--- src/rtl/if_fetch_stage.sv ---
// if_fetch_stage: PC owner, imem req/ack fetcher and IF/ID register with stall, flush and one-entry skid.
module if_fetch_stage #(
  parameter logic [31:0] RESET_PC = 32'h0000_0000,
  parameter logic [31:0] NOP_INST = 32'h0000_0000
) (
  input  logic        clk,
  input  logic        rst_n,
  input  logic        pcw_ctrl,
  input  logic        if_id_reg_ctrl,
  input  logic        br_taken,
  input  logic [31:0] br_target,
  output logic        imem_req,
  output logic [31:0] imem_addr,
  input  logic        imem_ack,
  input  logic [31:0] imem_rdata,
  output logic [31:0] pc,
  output logic [31:0] if_id_inst,
  output logic [31:0] if_id_pc4,
  output logic        if_id_valid
);
  localparam logic [1:0] S_BOOT  = 2'd0;
  localparam logic [1:0] S_FETCH = 2'd1;
  localparam logic [1:0] S_HOLD  = 2'd2;
  localparam logic [1:0] S_DRAIN = 2'd3;
  logic [1:0]  state_q, state_d;
  logic [31:0] pc_q, pc_d, addr_q, addr_d, inst_q, inst_d, pc4_q, pc4_d, skid_q, skid_d, skid_pc4_q, skid_pc4_d;
  logic        valid_q, valid_d;
  logic        hold;
  logic [31:0] tgt, pc_inc;
  assign hold   = ~pcw_ctrl | ~if_id_reg_ctrl;
  assign tgt    = br_target & ~32'h3;
  assign pc_inc = pc_q + 32'd4;
  always_comb begin
    state_d    = state_q;
    pc_d       = pc_q;
    inst_d     = inst_q;
    pc4_d      = pc4_q;
    valid_d    = valid_q;
    skid_d     = skid_q;
    skid_pc4_d = skid_pc4_q;
    if (state_q == S_BOOT) begin
      state_d = S_FETCH;
    end else if (br_taken) begin
      pc_d    = tgt;
      inst_d  = NOP_INST;
      valid_d = 1'b0;
      state_d = (state_q != S_HOLD && !imem_ack) ? S_DRAIN : S_FETCH;
    end else if (state_q == S_FETCH) begin
      if (imem_ack && !hold) begin
        inst_d  = imem_rdata;
        pc4_d   = pc_inc;
        valid_d = 1'b1;
        pc_d    = pc_inc;
      end else if (imem_ack) begin
        skid_d     = imem_rdata;
        skid_pc4_d = pc_inc;
        state_d    = S_HOLD;
      end else if (!hold) begin
        inst_d  = NOP_INST;
        valid_d = 1'b0;
      end
    end else if (state_q == S_HOLD) begin
      if (!hold) begin
        inst_d  = skid_q;
        pc4_d   = skid_pc4_q;
        valid_d = 1'b1;
        pc_d    = pc_inc;
        state_d = S_FETCH;
      end
    end else if (imem_ack) begin
      state_d = S_FETCH;
    end
    // an outstanding request keeps its stale address until the memory answers it
    addr_d = (state_d == S_DRAIN) ? addr_q : pc_d;
  end
  always_ff @(posedge clk or negedge rst_n) begin
    if (!rst_n) begin
      state_q    <= S_BOOT;
      pc_q       <= RESET_PC;
      addr_q     <= RESET_PC;
      inst_q     <= NOP_INST;
      pc4_q      <= 32'd0;
      valid_q    <= 1'b0;
      skid_q     <= NOP_INST;
      skid_pc4_q <= 32'd0;
    end else begin
      state_q    <= state_d;
      pc_q       <= pc_d;
      addr_q     <= addr_d;
      inst_q     <= inst_d;
      pc4_q      <= pc4_d;
      valid_q    <= valid_d;
      skid_q     <= skid_d;
      skid_pc4_q <= skid_pc4_d;
    end
  end
  assign imem_req    = (state_q == S_FETCH) || (state_q == S_DRAIN);
  assign imem_addr   = addr_q;
  assign pc          = pc_q;
  assign if_id_inst  = inst_q;
  assign if_id_pc4   = pc4_q;
  assign if_id_valid = valid_q;
endmodule

--- config.mk ---
export PLATFORM = sky130hd
export DESIGN_NAME = if_fetch_stage
export DESIGN_NICKNAME = d
export VERILOG_FILES = /design/src/rtl/if_fetch_stage.sv
export SDC_FILE = /design/constraint.sdc
export NUM_CORES = 1
export LEC_CHECK = 0
export ABC_AREA = 1
export BUFFER_PORTS_ARGS = -buffer_cell sky130_fd_sc_hd__buf_4
export CAP_MARGIN = 25
export CORE_MARGIN = 2
export CORE_UTILIZATION = 35
export DETAILED_ROUTE_END_ITERATION = 8
export SYNTH_ARGS = -nofsm -noshare
export SYNTH_HDL_FRONTEND = slang
export SYNTH_SLANG_ARGS = --single-unit
--- constraint.sdc ---
create_clock -name clk -period 3.1 [get_ports clk]
set_clock_uncertainty 0.2 [all_clocks]
set_input_delay 0.93 -clock clk [delete_from_list [all_inputs] [get_ports clk]]
set_output_delay 0.93 -clock clk [all_outputs]
set_load 0.05 [all_outputs]
==> reports/results.txt <==
# Post-CTS Setup Buffers - 0
ys async rst share - 1.000
GRT Overall Usage - 0.2034
Die Wd - 168.1 µm
area occupied by multi-input gates - 3996 µm²
Synth Instances - 1219
Placer Congestion - 0.9134
H-tree levels - 4
Worst-Margin Slew - 0.7848 ns
final setup vio count - 0
Most used DFF post-synth - dfrtp_1
Top Ports - 200
maximum vdd ir drop - 0.0004346 V
outcome - finished, final reports clean
delay-heaviest family, CP - flip-flops
core area - 26730 µm²
CP max stage cell - dfrtp_1
vias - 8637
critical path endpoint category - output pin
antenna violations before repair - 0
max-cap viol count - 0
Final Max Tran Viols - 0
Crit Path Category - reg2out
Non-Filler Instances - 1750
synthesized flop and latch total - 195
top post-synthesis cells by count - nand2_1, dfrtp_1, nor2_1, o21ai_0, o21ai_1
Syn Nets - 1294
CTS sink cnt - 195
vias per cell - 4.935
Worst Hold Class - in2async
largest net degree at the start of global routing - 81
clock period minus worst slack - 2.796 ns
drc violations - 0
top post-synthesis cells by area - dfrtp_1, nand2_1, o21ai_0
FILL cells - 2695
post-synthesis sequential area ratio - 0.5179
cell area power density - 899.2 nW/µm²
post_cts resized - 0
EDFF count, synth - 0
Yosys top cell area share - 0.5179
post-synthesis area per instance - 7.729 µm²
CTS tree - built
reg2reg end - if_id_inst[12]
r2r startpoint - state_q[1]
leftover overflow at the end of global routing - 0
worst-case reg-to-reg path depth - 10
wire per inst - 16.27 µm
total CTS buffers - 17
Synth area leader - dfrtp_1
Std-Cell Rows - 60
Slew headroom - 0.4768
area grow syn2layout - 25.63%
register clock-pin slew on the reported worst setup and hold paths - 0.09 ns
Static Leakage - 6.021 nW
Critical Path Fanout Max - 5
Post-DP HPWL - 20060 µm
Initial Util - 0.3525
CP bufs+invs - 2
Achievable Freq - 0.3577 GHz
Hold Fails Final Rpt - 0
crit share post-route - 0.9019
vias in the first global route - 8182
dpl cells - 1718
most common cell in the netlist - nand2_1
first-pass GRT wire length - 45300 µm
synthesized cell area - 9422 µm²
DR iter-0 viols - 733
Final ANT Viol Nets - 0
CP startpoint kind - flip-flop
Root Buffer - clkbuf_16
I/O Buffers - 197
share of layout cells above drive strength 1 - 0.1966
CP Cell Sequence - inv_1 > ha_1 > or2_2 > buf_4
# nets final - 1471
ant diodes - 0
worst path required time - 1.97 ns
hold_buf cts - 0
CP max stage delay - 0.44 ns
R2R setup slack - 0.51 ns
worst path arrival time - 1.67 ns
setup TNS - 0 ns
RSZ-0062 raised after global routing - false
Cell variety after synth - 37
Die Span Y - 168.1 µm
clk buf depth - 2
drt pass-1 iters - 5
Clock Latency Late Sink - 0.45 ns
register area - 4880 µm²
DRT Wirelength - 28470 µm
Synth Warn # - 0
die area - 28250 µm²
[per-stage QoR]
step	power (mW)	util	hold slack (ns)	worst slack, ns	instance area (µm²)
2_1_floorplan	6.878	-	0.2422	0.4841	9422
3_3_place_gp	8.335	0.4192	0.2539	0.4878	11200
5_1_grt	11.27	0.4429	0.1537	0.2052	11840
3_5_place_dp	8.386	0.4192	0.2591	0.4455	11200
6_report	10.64	0.4429	0.1524	0.3040	11840
4_1_cts	10.72	0.4429	0.1547	0.2889	11840
[sequential cells by signal (all words and copies together), names as in the netlist]
signal       flops
if_id_inst      32
state_q          2
pc              32
imem_addr       32
skid_pc4_q      32
skid_q          32
if_id_pc4       32
if_id_valid      1
[cell families (layout without fill, tap and decap cells)]
family,count (synthesis),count (layout),synth area share
buf+inv,121,311,0.05843
fa+ha+maj,5,5,0.006640
flops,195,195,0.5179
simple gates,685,685,0.2877
xor+xnor,8,8,0.007437
compound gates,205,205,0.1219
[layout by cell type (no fill, tap or decap), types with 2 or more instances in the layout]
master and instances:
ha_1 5, o22ai_1 2, dfrtp_1 195, xnor2_1 2, nand2_2 3, nand2_1 533
nand2_4 2, buf_12 2, inv_6 2, a21oi_1 27, inv_2 7, clkinv_4 2
o21ai_1 64, buf_4 215, nand4_1 2, a31oi_1 8, nand3_2 2, clkinv_8 8
nor2_4 2, nor2_2 5, inv_1 53, a22oi_1 32, nor2_1 83, inv_8 3
and2_1 3, nand3_1 46, o21ai_0 66, xor2_1 6, or2_1 2, clkbuf_16 17
[report_power, final]
part	leakage (nW)	switching, mW	total, mW	internal, mW
Clock	0.303	1.20	2.31	1.12
Sequential	2.42	0.556	3.90	3.35
Combinational	3.30	3.14	4.43	1.28
[layer usage]
layer  up-vias  global-route usage  wire length, µm
li1       4263                   -                -
met1      4081              0.3015            13870
met2       260              0.3017            12360
met3        33             0.03644             1558
met4         0             0.06522              682
met5         -                   0                0
[area by class of cell]
class / count / share of cell area
sequential: 195 / 0.4123
clock inverter: 15 / 0.01744
timing repair buffer: 218 / 0.1409
tap: 341 / 0.03605
inverter: 61 / 0.01977
multi-input combinational: 903 / 0.3376
clock buffer: 17 / 0.03594
[how the worst max path moves through the flow]
stage / startpoint / to / slack (ns) / cells past startpoint
3_3_place_gp: pcw_ctrl / imem_addr[18] / 0.49 / 10
3_5_place_dp: pcw_ctrl / imem_addr[17] / 0.45 / 10
4_1_cts: state_q[1] / imem_req / 0.29 / 4
2_1_floorplan: state_q[1] / imem_req / 0.48 / 5
5_1_grt: state_q[1] / imem_req / 0.21 / 4
6_report: state_q[1] / imem_req / 0.30 / 4
Power figures use the tool's default switching activity.
